<file path="src/rtl/exe_stage_pkg.sv">
// Shared definitions for the execute stage: ALU opcodes, forwarding selects, NZCV bit positions.
package exe_stage_pkg;

  typedef enum logic [3:0] {
    CMD_MOV = 4'b0001,
    CMD_ADD = 4'b0010,
    CMD_ADC = 4'b0011,
    CMD_SUB = 4'b0100,
    CMD_SBC = 4'b0101,
    CMD_AND = 4'b0110,
    CMD_ORR = 4'b0111,
    CMD_EOR = 4'b1000,
    CMD_MVN = 4'b1001
  } exe_cmd_e;

  localparam logic [1:0] FWD_REG = 2'b00;
  localparam logic [1:0] FWD_MEM = 2'b01;
  localparam logic [1:0] FWD_WB  = 2'b10;

  localparam int N_IDX = 3;
  localparam int Z_IDX = 2;
  localparam int C_IDX = 1;
  localparam int V_IDX = 0;

  // Encoding 11 falls back to the register-file value.
  function automatic logic [31:0] fwd_mux(input logic [1:0]  sel,
                                          input logic [31:0] rf_val,
                                          input logic [31:0] mem_val,
                                          input logic [31:0] wb_val);
    case (sel)
      FWD_MEM: return mem_val;
      FWD_WB:  return wb_val;
      default: return rf_val;
    endcase
  endfunction

endpackage

</file>
<file path="src/rtl/exe_stage_if.sv">
// ID/EX-to-EX/MEM bundle: master drives the decoded instruction, slave is the execute stage.
interface exe_stage_if;
  logic        freeze;
  logic [3:0]  exe_cmd;
  logic        wb_en_in;
  logic        mem_r_en_in;
  logic        mem_w_en_in;
  logic        s_bit;
  logic        b;
  logic [31:0] pc;
  logic [31:0] val_rn;
  logic [31:0] val_rm;
  logic [31:0] val2;
  logic [23:0] signed_imm_24;
  logic [3:0]  dest_in;
  logic [1:0]  sel_src1;
  logic [1:0]  sel_src2;
  logic [31:0] mem_fwd_val;
  logic [31:0] wb_fwd_val;
  logic [31:0] alu_res;
  logic [31:0] st_val;
  logic [3:0]  dest;
  logic        wb_en;
  logic        mem_r_en;
  logic        mem_w_en;
  logic [3:0]  status;
  logic        branch_taken;
  logic [31:0] branch_addr;

  modport master (
    output freeze, exe_cmd, wb_en_in, mem_r_en_in, mem_w_en_in, s_bit, b, pc,
           val_rn, val_rm, val2, signed_imm_24, dest_in, sel_src1, sel_src2,
           mem_fwd_val, wb_fwd_val,
    input  alu_res, st_val, dest, wb_en, mem_r_en, mem_w_en, status,
           branch_taken, branch_addr
  );

  modport slave (
    input  freeze, exe_cmd, wb_en_in, mem_r_en_in, mem_w_en_in, s_bit, b, pc,
           val_rn, val_rm, val2, signed_imm_24, dest_in, sel_src1, sel_src2,
           mem_fwd_val, wb_fwd_val,
    output alu_res, st_val, dest, wb_en, mem_r_en, mem_w_en, status,
           branch_taken, branch_addr
  );
endinterface

</file>
<file path="src/rtl/exe_stage_alu.sv">
// Combinational ALU with 33-bit arithmetic; arith_o tells the caller whether C/V are freshly computed.
module alu
  import exe_stage_pkg::*;
(
  input  logic [31:0] op1_i,
  input  logic [31:0] val2_i,
  input  logic [3:0]  exe_cmd_i,
  input  logic        carry_i,
  output logic [31:0] result_o,
  output logic [3:0]  nzcv_o,
  output logic        arith_o
);

  logic [32:0] sum;
  logic        c_out;
  logic        v_out;

  always_comb begin
    sum      = '0;
    result_o = '0;
    c_out    = carry_i;
    v_out    = 1'b0;
    arith_o  = 1'b0;
    case (exe_cmd_i)
      CMD_MOV: result_o = val2_i;
      CMD_MVN: result_o = ~val2_i;
      CMD_AND: result_o = op1_i & val2_i;
      CMD_ORR: result_o = op1_i | val2_i;
      CMD_EOR: result_o = op1_i ^ val2_i;
      CMD_ADD, CMD_ADC: begin
        sum      = {1'b0, op1_i} + {1'b0, val2_i}
                 + {32'b0, carry_i & (exe_cmd_i == CMD_ADC)};
        result_o = sum[31:0];
        c_out    = sum[32];
        v_out    = (op1_i[31] == val2_i[31]) && (sum[31] != op1_i[31]);
        arith_o  = 1'b1;
      end
      CMD_SUB, CMD_SBC: begin
        // Bit 32 of the 33-bit difference is the borrow; ARM carry is its inverse.
        sum      = {1'b0, op1_i} - {1'b0, val2_i}
                 - {32'b0, ~carry_i & (exe_cmd_i == CMD_SBC)};
        result_o = sum[31:0];
        c_out    = ~sum[32];
        v_out    = (op1_i[31] != val2_i[31]) && (sum[31] != op1_i[31]);
        arith_o  = 1'b1;
      end
      default: result_o = '0;
    endcase
    nzcv_o        = '0;
    nzcv_o[N_IDX] = result_o[31];
    nzcv_o[Z_IDX] = (result_o == 32'd0);
    nzcv_o[C_IDX] = c_out;
    nzcv_o[V_IDX] = v_out;
  end

endmodule

</file>
<file path="src/rtl/exe_stage.sv">
// Execute stage: operand forwarding, ALU, NZCV status and EX/MEM pipeline registers.
// Build option: define FORWARDING_EN to honour sel_src1/sel_src2; otherwise register values are used.
module exe_stage
  import exe_stage_pkg::*;
(
  input  logic        clk,
  input  logic        rst,
  exe_stage_if.slave  bus
);

  logic [1:0]  sel1;
  logic [1:0]  sel2;
  logic [31:0] op1;
  logic [31:0] st_fwd;
  logic [31:0] alu_result;
  logic [3:0]  alu_nzcv;
  logic        alu_arith;
  logic [3:0]  status_d;

  logic [31:0] alu_res_q;
  logic [31:0] st_val_q;
  logic [3:0]  dest_q;
  logic        wb_en_q;
  logic        mem_r_en_q;
  logic        mem_w_en_q;
  logic [3:0]  status_q;

`ifdef FORWARDING_EN
  assign sel1 = bus.sel_src1;
  assign sel2 = bus.sel_src2;
`else
  logic unused_sel;
  assign unused_sel = ^{bus.sel_src1, bus.sel_src2};
  assign sel1 = FWD_REG;
  assign sel2 = FWD_REG;
`endif

  assign op1    = fwd_mux(sel1, bus.val_rn, bus.mem_fwd_val, bus.wb_fwd_val);
  assign st_fwd = fwd_mux(sel2, bus.val_rm, bus.mem_fwd_val, bus.wb_fwd_val);

  alu u_alu (
    .op1_i     (op1),
    .val2_i    (bus.val2),
    .exe_cmd_i (bus.exe_cmd),
    .carry_i   (status_q[C_IDX]),
    .result_o  (alu_result),
    .nzcv_o    (alu_nzcv),
    .arith_o   (alu_arith)
  );

  // V is only rewritten by arithmetic; C already passes through the ALU for other ops.
  always_comb begin
    status_d = alu_nzcv;
    if (!alu_arith) begin
      status_d[V_IDX] = status_q[V_IDX];
    end
  end

  always_ff @(posedge clk or posedge rst) begin
    if (rst) begin
      alu_res_q  <= '0;
      st_val_q   <= '0;
      dest_q     <= '0;
      wb_en_q    <= 1'b0;
      mem_r_en_q <= 1'b0;
      mem_w_en_q <= 1'b0;
      status_q   <= '0;
    end else if (!bus.freeze) begin
      alu_res_q  <= alu_result;
      st_val_q   <= st_fwd;
      dest_q     <= bus.dest_in;
      wb_en_q    <= bus.wb_en_in;
      mem_r_en_q <= bus.mem_r_en_in;
      mem_w_en_q <= bus.mem_w_en_in;
      if (bus.s_bit) begin
        status_q <= status_d;
      end
    end
  end

  assign bus.alu_res      = alu_res_q;
  assign bus.st_val       = st_val_q;
  assign bus.dest         = dest_q;
  assign bus.wb_en        = wb_en_q;
  assign bus.mem_r_en     = mem_r_en_q;
  assign bus.mem_w_en     = mem_w_en_q;
  assign bus.status       = status_q;
  assign bus.branch_taken = bus.b;
  assign bus.branch_addr  = bus.pc + {{6{bus.signed_imm_24[23]}}, bus.signed_imm_24, 2'b00};

endmodule

</file>
<file path="src/flat_wrapper.sv">
// flat-port wrapper written by rule: the top's interface ports become plain ports
module exe_stage_flat import exe_stage_pkg::*;
  (clk, rst, bus_freeze, bus_exe_cmd, bus_wb_en_in, bus_mem_r_en_in, bus_mem_w_en_in, bus_s_bit, bus_b, bus_pc, bus_val_rn, bus_val_rm, bus_val2, bus_signed_imm_24, bus_dest_in, bus_sel_src1, bus_sel_src2, bus_mem_fwd_val, bus_wb_fwd_val, bus_alu_res, bus_st_val, bus_dest, bus_wb_en, bus_mem_r_en, bus_mem_w_en, bus_status, bus_branch_taken, bus_branch_addr);
  exe_stage_if bus_i ();
  input  logic clk;
  input  logic rst;
  input wire logic [$bits(bus_i.freeze)-1:0] bus_freeze;
  input wire logic [$bits(bus_i.exe_cmd)-1:0] bus_exe_cmd;
  input wire logic [$bits(bus_i.wb_en_in)-1:0] bus_wb_en_in;
  input wire logic [$bits(bus_i.mem_r_en_in)-1:0] bus_mem_r_en_in;
  input wire logic [$bits(bus_i.mem_w_en_in)-1:0] bus_mem_w_en_in;
  input wire logic [$bits(bus_i.s_bit)-1:0] bus_s_bit;
  input wire logic [$bits(bus_i.b)-1:0] bus_b;
  input wire logic [$bits(bus_i.pc)-1:0] bus_pc;
  input wire logic [$bits(bus_i.val_rn)-1:0] bus_val_rn;
  input wire logic [$bits(bus_i.val_rm)-1:0] bus_val_rm;
  input wire logic [$bits(bus_i.val2)-1:0] bus_val2;
  input wire logic [$bits(bus_i.signed_imm_24)-1:0] bus_signed_imm_24;
  input wire logic [$bits(bus_i.dest_in)-1:0] bus_dest_in;
  input wire logic [$bits(bus_i.sel_src1)-1:0] bus_sel_src1;
  input wire logic [$bits(bus_i.sel_src2)-1:0] bus_sel_src2;
  input wire logic [$bits(bus_i.mem_fwd_val)-1:0] bus_mem_fwd_val;
  input wire logic [$bits(bus_i.wb_fwd_val)-1:0] bus_wb_fwd_val;
  output wire logic [$bits(bus_i.alu_res)-1:0] bus_alu_res;
  output wire logic [$bits(bus_i.st_val)-1:0] bus_st_val;
  output wire logic [$bits(bus_i.dest)-1:0] bus_dest;
  output wire logic [$bits(bus_i.wb_en)-1:0] bus_wb_en;
  output wire logic [$bits(bus_i.mem_r_en)-1:0] bus_mem_r_en;
  output wire logic [$bits(bus_i.mem_w_en)-1:0] bus_mem_w_en;
  output wire logic [$bits(bus_i.status)-1:0] bus_status;
  output wire logic [$bits(bus_i.branch_taken)-1:0] bus_branch_taken;
  output wire logic [$bits(bus_i.branch_addr)-1:0] bus_branch_addr;
  assign bus_i.freeze = bus_freeze;
  assign bus_i.exe_cmd = bus_exe_cmd;
  assign bus_i.wb_en_in = bus_wb_en_in;
  assign bus_i.mem_r_en_in = bus_mem_r_en_in;
  assign bus_i.mem_w_en_in = bus_mem_w_en_in;
  assign bus_i.s_bit = bus_s_bit;
  assign bus_i.b = bus_b;
  assign bus_i.pc = bus_pc;
  assign bus_i.val_rn = bus_val_rn;
  assign bus_i.val_rm = bus_val_rm;
  assign bus_i.val2 = bus_val2;
  assign bus_i.signed_imm_24 = bus_signed_imm_24;
  assign bus_i.dest_in = bus_dest_in;
  assign bus_i.sel_src1 = bus_sel_src1;
  assign bus_i.sel_src2 = bus_sel_src2;
  assign bus_i.mem_fwd_val = bus_mem_fwd_val;
  assign bus_i.wb_fwd_val = bus_wb_fwd_val;
  assign bus_alu_res = bus_i.alu_res;
  assign bus_st_val = bus_i.st_val;
  assign bus_dest = bus_i.dest;
  assign bus_wb_en = bus_i.wb_en;
  assign bus_mem_r_en = bus_i.mem_r_en;
  assign bus_mem_w_en = bus_i.mem_w_en;
  assign bus_status = bus_i.status;
  assign bus_branch_taken = bus_i.branch_taken;
  assign bus_branch_addr = bus_i.branch_addr;
  exe_stage u_core (.clk(clk), .rst(rst), .bus(bus_i));
endmodule
</file>
<file path="config.mk">
export PLATFORM = sky130hd
export DESIGN_NAME = exe_stage_flat
export DESIGN_NICKNAME = d
export VERILOG_FILES = /design/src/rtl/exe_stage_pkg.sv /design/src/rtl/exe_stage_if.sv /design/src/rtl/exe_stage_alu.sv /design/src/rtl/exe_stage.sv /design/src/flat_wrapper.sv
export SDC_FILE = /design/constraint.sdc
export NUM_CORES = 1
export LEC_CHECK = 0
export ABC_AREA = 0
export CAP_MARGIN = 5
export CELL_PAD_IN_SITES_DETAIL_PLACEMENT = 0
export CELL_PAD_IN_SITES_GLOBAL_PLACEMENT = 2
export CORE_UTILIZATION = 30
export CTS_BUF_LIST = sky130_fd_sc_hd__clkbuf_4
export CTS_CLUSTER_DIAMETER = 100
export CTS_CLUSTER_SIZE = 24
export DETAILED_ROUTE_END_ITERATION = 10
export PLACE_DENSITY_LB_ADDON = 0.1
export SYNTH_ARGS = -nofsm -noshare
export SYNTH_HDL_FRONTEND = slang
export SYNTH_HIERARCHICAL = 1
export SYNTH_SLANG_ARGS = --single-unit
</file>
<file path="constraint.sdc">
create_clock -name clk -period 10.5 [get_ports clk]
set_input_delay 2.1 -clock clk [delete_from_list [all_inputs] [get_ports clk]]
set_output_delay 2.1 -clock clk [all_outputs]
set_load 0.02 [all_outputs]
</file>
**Yosys cells after proc, flatten, opt, wreduce, memory -nomap -nowiden**

Index checks and enable logic that the tools add are counted.

- Register bits after elaboration: 75
- Input port bits: 236
- Output and inout port bits: 108
- Word-level logic and storage cells: 50

- Reductions and logical operators: 10
- Bitwise gates (word level): 9
- Equal/unequal tests: 13
- $add $sub $neg: 5
- Multiplexer cells: 4

Operator list:

| operator | number |
|---|---|
| $pmux W32 S7 | 1 |
| $add A32 B32 Y33 | 1 |
| $add A33 B1 Y33 | 1 |
| $sub A32 B32 Y33 | 1 |
| $sub A33 B1 Y33 | 1 |
| $add A32 B32 Y32 | 1 |
| $and A32 B32 Y32 | 1 |
| $logic_not A32 Y1 | 1 |
| $not A32 Y32 | 1 |
| $or A32 B32 Y32 | 1 |
| $xor A32 B32 Y32 | 1 |
| $eq A4 B3 Y1 const B | 4 |
| $eq A4 B2 Y1 const B | 2 |
| $eq A4 B4 Y1 const B | 2 |
| $reduce_and A3 Y1 | 2 |
| $eq A4 B1 Y1 const B | 1 |
| $pmux W1 S2 | 2 |
| $reduce_or A2 Y1 | 2 |
| $reduce_or A4 Y1 | 1 |
| $ne A1 B1 Y1 | 3 |
| $not A1 Y1 | 3 |
| $and A1 B1 Y1 | 2 |
| $logic_and A1 B1 Y1 | 2 |
| $reduce_and A2 Y1 | 1 |
| other kinds (3) | 3 |

**Depth between registers and ports, before layout**

Gate-level depths: netlist of the first run.

- Depth after elaboration: 6
- Gate-level depth with buffers: 20
- Mapped depth without buffers: 19

**Hierarchy**

The synthesis of the first run kept the hierarchy.

By module, submodules not included:

| module | cells an instance | sequential area each (um^2) | area an instance (um^2) | instances |
|---|---|---|---|---|
| alu | 1,000 | 0.0 | 6,764.0 | 1 |
| exe_stage | 389 | 1,876.8 | 4,399.2 | 1 |

**Worst setup path after synthesis of the first run**

No wires, ideal clock.

- Kind: input to register
- Start: in bus_exe_cmd[2]
- End: reg u_core.status_q[2] (netlist: u_core/bus.status[2])
- Data arrival time: 6.739 ns
- Setup slack: 3.696 ns
- Setup time: 0.065 ns
- Stages on the path: 17
- Data required time: 10.435 ns
- Path buffers: 2
- Cell sequence: buf_2 buf_4 or3_1 fa_1 fa_1 nand2b_2 a21o_1 a31o_1 a22oi_1 o211ai_1 or4_1 or4b_1 or4b_1 or4_1 nor4_1 and2_1 mux2_2

- Word-level cells in the longest chain between the ends: 5
- Elaborated cells on any way between the ends: 17
- Those cells by class: add/sub: 2; eq/ne: 9; mux: 1; bitwise: 2; reduce/logical: 3

Ends and longest elaborated chain:

| element | line | text |
|---|---|---|
| start, declared | flat_wrapper.sv:8 | `input wire logic [$bits(bus_i.exe_cmd)-1:0] bus_exe_cmd;` |
| $eq A4 B3 Y1 or $eq A4 B2 Y1 (tied branches) | exe_stage_alu.sv:24, exe_stage_alu.sv:41, exe_stage_alu.sv:32 |  |
| $and A1 B1 Y1, on equally long branches | exe_stage_alu.sv:41, exe_stage_alu.sv:32 |  |
| $sub A33 B1 Y33 or $add A33 B1 Y33 (tied branches) | exe_stage_alu.sv:41, exe_stage_alu.sv:32 |  |
| $pmux W32 S7 (*) | exe_stage_alu.sv:24 | `case (exe_cmd_i)` |
| named net u_core.alu_result[6] | exe_stage.sv:15 | `logic [31:0] alu_result;` |
| $logic_not A32 Y1 (*) | exe_stage_alu.sv:51 | `nzcv_o[Z_IDX] = (result_o == 32'd0);` |
| named net u_core.alu_nzcv[2] | exe_stage.sv:16 | `logic [3:0] alu_nzcv;` |
| end signal, assigned | exe_stage.sv:76 | `status_q <= status_d;` |
| end, declared | exe_stage.sv:26 | `logic [3:0] status_q;` |

Mark *: on every way through the listed nets, which the timed path passes. The rest lies on a longest branch.
A chain may end at the register's enable or synchronous reset.

**Final worst setup path of the first run**

- Start: in bus_exe_cmd[2]
- End: reg u_core.status_q[2] (netlist: u_core/bus.status[2])

- Word-level cells in the longest chain between the ends: 5
- Elaborated cells on any way between the ends: 17
- Those cells by class: add/sub: 2; eq/ne: 9; mux: 1; bitwise: 2; reduce/logical: 3

Ends and longest elaborated chain:

| element | line |
|---|---|
| $eq A4 B3 Y1 or $eq A4 B2 Y1 (tied branches) | exe_stage_alu.sv:24, exe_stage_alu.sv:41, exe_stage_alu.sv:32 |
| $and A1 B1 Y1, on equally long branches | exe_stage_alu.sv:41, exe_stage_alu.sv:32 |
| $sub A33 B1 Y33 or $add A33 B1 Y33 (tied branches) | exe_stage_alu.sv:41, exe_stage_alu.sv:32 |
| $pmux W32 S7 (*) | exe_stage_alu.sv:24 |
| $logic_not A32 Y1 (*) | exe_stage_alu.sv:51 |
| named net u_core.alu_nzcv[2] | exe_stage.sv:16 |

Marked as above.

==> results.ini, run 1 <==
[floorplanning]
initial_core_util_pct=30.49
ios=344
die_w_um=194.9
dieArea_um2=37990
coreArea_um2=36610
rows=70
die_y_um=194.9

[power_and_ir_drop]
vdd.ir_drop.worst_uv=89.39
power_density_nw_per_um2=106.3
leakagePower_nw=6.115

[layout]
seq_area_um2=1877
final_cells=2059
multi_input_area_um2=8377
fin_nets=1982
final_common_cell=clkdlybuf4s50_1
drive_gt1_share_pct=8.737
diodes=0
fillers=3861
synthToLayoutAreaGrowth_pct=27.92
mostFrequentLayoutCells=clkdlybuf4s50_1 (266), ha_1 (155), inv_1 (125)

[clock_tree]
clk_latency_ns=0.48
post_cts_buffers=0
postCtsResizedCells=0
clk_pin_slew_ns=0.14
cts_tree=done
cts_htree_levels=3
cts_root_buffer=clkbuf_4
clock_sinks=75
numCtsBuffers=9
ctsHoldBuffers=0
cts_buffer_depth=2

[sta]
tightest_slew_ns=1.093
min_period_ns=7.763
fin_crit_sh_pct=73.93
rsz0062_at_grt=false
fmax_mhz=128.8
final_max_slew_viol_count=0
hold_viol=0
slew_headroom_pct=26.91
setup_viol=0
finalClockSkew_ns=0.01798
setup_tns_ns=0

[worst_setup_path]
regToRegStartpoint=u_core/bus.status[1]
slowest_stage=clkdlybuf4s50_1
r2r_cells=16
critPathArrivalTime_ns=8.18
worstPathMaxFanout=18
crit_family=simple AND/OR/NAND/NOR gates
critical_path_class=input pin to flop
start_kind=input pin
critPathMaxStageDelay_ns=0.88
crit_required_ns=10.92
end_kind=flop
rrSetupSlack_ns=4.91
path_buf_inv=2
r2r_end=u_core/bus.status[2]
crit_chain=clkdlybuf4s50_1, nand2b_1, nor3_1, fa_1, inv_1, ha_1, nor2_1, fa_1, nor3b_1, a31oi_1, nor2_1, nor4_1, o2111ai_1, or4_1, or4b_1, or4b_1, or4_1, nor4_1, and2_1, mux2_2

[detailed_routing]
routed_wl_um=43270
antenna_left=0
wl_met3_um=2469
wl_per_cell_um=21.01
wl_met2_um=19470
vias=11220
drt-met1-wl_um=20370
top_layer_used=met5
vias_per_cell=5.447
drt_iter0_drc=731
drc=0
first_pass_iters=5

[global_route]
grt_pass1_wl_um=65940
overflow=0
antenna_found_initial=1
grt_usage_pct=22.45
grt_pass1_vias=11020
grt_max_degree=76

[placed_design]
gp_congestion=0.8681
dp_cells=2043
port_buffers=269
dpl.hpwl_um=34180

[logic_synthesis]
ys_async_sr_fraction_pct=100.0
postSynthAreaPerCell_um2=8.037
synth-edff-count=0
synth_seq_area_share_pct=16.81
synth.distinct_cells=85
synth_nets=1785
synth_area_um2=11160
ys_warn_count=6
ys.flop_type=dfrtp_1
ys_seq_elements=75
syn_inst=1389

[hold_path]
holdPathEnd=u_core/bus.st_val[5]
hold_path_depth=1
hp-class=flop to flop
hold_start=u_core/bus.st_val[5]

[status]
status=completed

[run]
cap_violations=0

[where the power goes]
part,total [W],internal [W],leakage [nW],switching (W)
sequential,0.000357,0.000330,0.909,0.0000263
clock,0.000231,0.0000987,0.0922,0.000132
combinational,0.000931,0.000408,5.11,0.000523
total,0.00152,0.000837,6.11,0.000681
[routing by layer]
metal,vias up,global-route usage [%]
met3,43,4.702
met2,323,35.82
met5,-,0
li1,5428,-
met1,5419,30.52
met4,2,5.920
[final cells by class]
| type | count | area share (%) |
|---|---|---|
| Sequential cell | 75 | 13.14 |
| Clock inverter | 7 | 0.6922 |
| Tap cell | 468 | 4.101 |
| Clock buffer | 9 | 0.4731 |
| Inverter | 126 | 3.321 |
| Multi-Input combinational cell | 1089 | 58.66 |
| Timing Repair Buffer | 285 | 19.61 |
[state kept, by name, indices dropped and copies added (netlist names)]
name	cells
u_core/bus.alu_res	32
u_core/bus.st_val	32
u_core/bus.dest	4
u_core/bus.status	4
u_core/bus.mem_r_en	1
u_core/bus.mem_w_en	1
u_core/bus.wb_en	1
[how the worst max path moves through the flow]
stage,start,to,slack [ns],depth (start not counted)
4_1_cts,bus_exe_cmd[1],u_core/bus.status[2],2.86,20
5_1_grt,bus_exe_cmd[2],u_core/bus.status[2],2.41,20
2_1_floorplan,bus_exe_cmd[2],u_core/bus.status[2],3.70,17
6_report,bus_exe_cmd[2],u_core/bus.status[2],2.74,20
3_3_place_gp,bus_exe_cmd[1],u_core/bus.status[2],2.36,20
3_5_place_dp,bus_exe_cmd[2],u_core/bus.status[2],2.32,20
[synthesized netlist by cell type, drive strengths merged, types with 9 or more instances]
library cell | n | share of area, %
a211o | 15 | 1.2
a211oi | 18 | 1.3
a21o | 37 | 2.5
a21oi | 107 | 5.0
a221o | 14 | 1.3
a221oi | 9 | 0.82
a22oi | 10 | 0.67
a31oi | 11 | 0.62
buf | 36 | 1.8
clkbuf | 63 | 2.2
dfrtp | 75 | 17
ha | 155 | 17
inv | 126 | 4.2
mux2 | 75 | 7.6
nand2 | 94 | 3.2
nand2b | 20 | 1.2
nand3 | 25 | 1.1
nand4 | 34 | 1.9
nor2 | 61 | 2.1
nor2b | 10 | 0.56
nor3 | 15 | 0.67
nor4 | 11 | 0.62
o211ai | 16 | 1.1
o21a | 10 | 0.67
o21ai | 88 | 4.0
o221ai | 17 | 1.4
o22ai | 19 | 1.1
xnor2 | 55 | 4.3
xor2 | 37 | 2.9
[metrics by stage]
step	util (%)	hold slack [ns]	area [um^2]	power (W)	setup WS, ns
final	39.01	0.5214	14280	0.001518	2.737
after global routing	39.01	0.5359	14280	0.001615	2.412
after CTS	39.01	0.5227	14280	0.001529	2.865
after detailed placement	38.55	0.4911	14110	0.001288	2.323
after global placement	38.55	0.4864	14110	0.001288	2.357
after floorplan	-	0.6352	11160	0.0009180	3.696
[logic make-up after synthesis]
kind of cell,Yosys count,share of synthesized area [%]
AOI/OAI and AO/OA,428,26.31
muxes,83,8.283
buffers and inverters,225,8.193
xor gates and xnor gates,92,7.218
DFF,75,16.81
adders and majority gates,160,18.27
and+or+nand+nor,326,14.92
No activity file was read; power rests on OpenSTA's default activity.
==> run 2: changes to the inputs <==
--- a/config.mk
+++ b/config.mk
@@ -9,7 +9,7 @@
 export CAP_MARGIN = 5
 export CELL_PAD_IN_SITES_DETAIL_PLACEMENT = 0
 export CELL_PAD_IN_SITES_GLOBAL_PLACEMENT = 2
-export CORE_UTILIZATION = 30
+export CORE_UTILIZATION = 28
 export CTS_BUF_LIST = sky130_fd_sc_hd__clkbuf_4
 export CTS_CLUSTER_DIAMETER = 100
 export CTS_CLUSTER_SIZE = 24
==> constraint.sdc (replaced) <==
create_clock -name clk -period 7.2 [get_ports clk]
set_input_delay 1.44 -clock clk [delete_from_list [all_inputs] [get_ports clk]]
set_output_delay 1.44 -clock clk [all_outputs]
set_load 0.02 [all_outputs]
==> run 2 against run 1 <==
Compared with the run above: hold slack got worse by 0.0019 ns; worst setup slack got worse by 2.3 ns; core utilization fell by 2.0 points; die area rose by 7.1%; combinational power rose by 45%; clock-buffer cell count did not move; sequential cell count did not move; non-clock buffer count rose by 10; routed wire length fell by 0.11%; critical endpoint unchanged.
==> results.ini, run 2 (same netlist as run 1, synthesis figures left out) <==
[clock_tree]
post_cts_buffers=0  ; unchanged
numCtsBuffers=9  ; unchanged
clock_sinks=75  ; unchanged
clk_latency_ns=0.45  ; was 0.48 ns
clk_pin_slew_ns=0.14  ; about the same
ctsHoldBuffers=0  ; unchanged
cts_htree_levels=3  ; unchanged
cts_root_buffer=clkbuf_4  ; unchanged
cts_tree=done  ; unchanged
cts_buffer_depth=2  ; unchanged
postCtsResizedCells=0  ; unchanged

[layout]
final_common_cell=clkdlybuf4s50_1  ; unchanged
fin_nets=1992  ; was 1982
mostFrequentLayoutCells=clkdlybuf4s50_1 (266), ha_1 (155), inv_1 (125)  ; unchanged
final_cells=2120  ; was 2059
drive_gt1_share_pct=9.432  ; was 8.737%
synthToLayoutAreaGrowth_pct=29.32  ; was 27.92%

[worst_setup_path]
critPathArrivalTime_ns=7.12  ; was 8.18 ns
regToRegStartpoint=u_core/bus.status[1]  ; unchanged
worstPathMaxFanout=4  ; was 18
critPathLaunch=bus_exe_cmd[1]  ; was bus_exe_cmd[2]
end_kind=flop  ; unchanged
start_kind=input pin  ; unchanged
critical_path_class=input pin to flop  ; unchanged
crit_required_ns=7.59  ; was 10.92 ns

[sta]
whs_ns=0.5195  ; was 0.5214 ns
finalClockSkew_ns=0.02062  ; was 0.01798 ns
slew_headroom_pct=31.97  ; was 26.91%
setup_viol=0  ; unchanged
setup_tns_ns=0  ; unchanged
fmax_mhz=148.7
min_period_ns=6.727
final_max_slew_viol_count=0  ; unchanged
rsz0062_at_grt=false  ; unchanged
hold_viol=0  ; unchanged
tightest_slew_ns=1.016  ; was 1.093 ns
fin_crit_sh_pct=93.43

[floorplanning]
dieArea_um2=40670  ; was 37990 um^2
initial_core_util_pct=28.62  ; was 30.49%
coreArea_um2=39010  ; was 36610 um^2
rows=72  ; was 70
die_y_um=201.7  ; was 194.9 um
ios=344  ; unchanged
die_w_um=201.7  ; was 194.9 um

[placed_design]
gp_congestion=0.8515  ; was 0.8681
dp_cells=2103  ; was 2043
port_buffers=269  ; unchanged
dpl.hpwl_um=34520  ; was 34180 um

[detailed_routing]
vias=11250  ; was 11220
drc=0  ; unchanged
routed_wl_um=43220  ; was 43270 um
wl_per_cell_um=20.39  ; was 21.01 um
antenna_left=0  ; unchanged
drt_iter0_drc=744  ; was 731
first_pass_iters=5  ; unchanged
vias_per_cell=5.306  ; was 5.447

[global_route]
antenna_found_initial=1  ; unchanged
grt_pass1_vias=11190  ; was 11020
grt_usage_pct=21.07  ; was 22.45%
grt_max_degree=58  ; was 76
overflow=0  ; unchanged
grt_pass1_wl_um=67150  ; was 65940 um

[hold_path]
hold_start=u_core/bus.alu_res[7]  ; was u_core/bus.st_val[5]
hp-class=flop to flop  ; unchanged

[run]
cap_violations=0  ; unchanged

[status]
status=completed  ; unchanged

[power_and_ir_drop]
leakagePower_nw=6.165  ; was 6.115 nW
power_density_nw_per_um2=152.9  ; was 106.3 nW/um^2
totalPowerFinal_w=0.002208  ; was 0.001518 W
vdd.ir_drop.worst_uv=85.47  ; was 89.39 uV

==> run 2: changes by cell type in the layout (fill, tap and decap cells not counted) <==
cell      before  now
clkinv_4       1    2
nor3b_1        5    4
buf_4         17   27
clkinv_2       3    1
nor3b_2        2    3
diode_2        0    1
inv_8          1    2
and3b_2        0    1
and3b_1        2    1
==> run 2: area by class of cell <==
| cell class | count | area [um^2] |
|---|---|---|
| sequential | 75 | 1877 |
| clock buffer | 9 | 67.56 |
| tap | 518 | 648.1 |
| timing repair buffer | 295 | 2875 |
| fill | 4063 | 24570 |
| inverter | 126 | 474.2 |
| multi-input combinational | 1089 | 8383 |
| clock inverter | 7 | 108.9 |
| antenna | 1 | 2.502 |
==> run 2: path summary, 6_finish.rpt <==
kind	depth (start not counted)	slack [ns]	to
min in group asynchronous	2	1.25	u_core/bus.mem_w_en
setup / recovery	19	0.47	u_core/bus.status[2]
hold / removal	1	0.52	u_core/bus.alu_res[7]
hold reg to reg	1	0.52	u_core/bus.alu_res[7]
max in group asynchronous	3	4.86	u_core/bus.alu_res[1]
setup reg to reg	17	1.52	u_core/bus.status[2]
==> run 2: through the flow <==
stage | cell area, um^2 | worst slack [ns] | util, %
2_1_floorplan | 11160 | 1.056 | -
5_1_grt | 14440 | 0.2585 | 37.01
4_1_cts | 14430 | 0.5149 | 37.00
3_3_place_gp | 14260 | 0.09212 | 36.55
6_report | 14440 | 0.4732 | 37.01
3_5_place_dp | 14260 | 0.05054 | 36.55
==> run 2: report_power, final <==
| group | switching [W] | leakage (nW) | internal [W] |
|---|---|---|---|
| Sequential | 0.0000437 | 0.909 | 0.000482 |
| Clock | 0.000182 | 0.0945 | 0.000148 |
| Combinational | 0.000750 | 5.16 | 0.000602 |
| Total | 0.000976 | 6.16 | 0.00123 |
==> run 2: per-layer routing <==
layer / global-route usage [%] / vias to the layer above / share of wire (%)
met4: 3.084 / 0 / 0.90
met2: 33.25 / 380 / 44
met3: 3.855 / 20 / 6.2
met5: 0 / - / 0
li1: - / 5446 / -
met1: 30.18 / 5403 / 49
==> run 2: worst max-delay path, stage by stage <==
cell and delay, ns:
clkdlybuf4s50_1 0.47, nand2b_1 0.18, nor3_1 0.21, fa_1 0.49, ha_1 0.22, nor2_1 0.13
fa_1 0.30, nand2b_4 0.09, a2111oi_4 0.42, nor2_1 0.11, xnor2_1 0.18, o211ai_1 0.13
or4_1 0.60, or4b_1 0.49, or4b_1 0.55, or4_1 0.55, nor4_1 0.25, and2_1 0.16
mux2_2 0.13
==> run 3: changes to the inputs <==
--- a/config.mk
+++ b/config.mk
@@ -12,7 +12,6 @@
 export CORE_UTILIZATION = 28
 export CTS_BUF_LIST = sky130_fd_sc_hd__clkbuf_4
 export CTS_CLUSTER_DIAMETER = 100
-export CTS_CLUSTER_SIZE = 24
 export DETAILED_ROUTE_END_ITERATION = 10
 export PLACE_DENSITY_LB_ADDON = 0.1
 export SYNTH_ARGS = -nofsm -noshare
==> results of run 3 <==
Same layout as run 2: the final DEF is identical, and so are final timing and power.
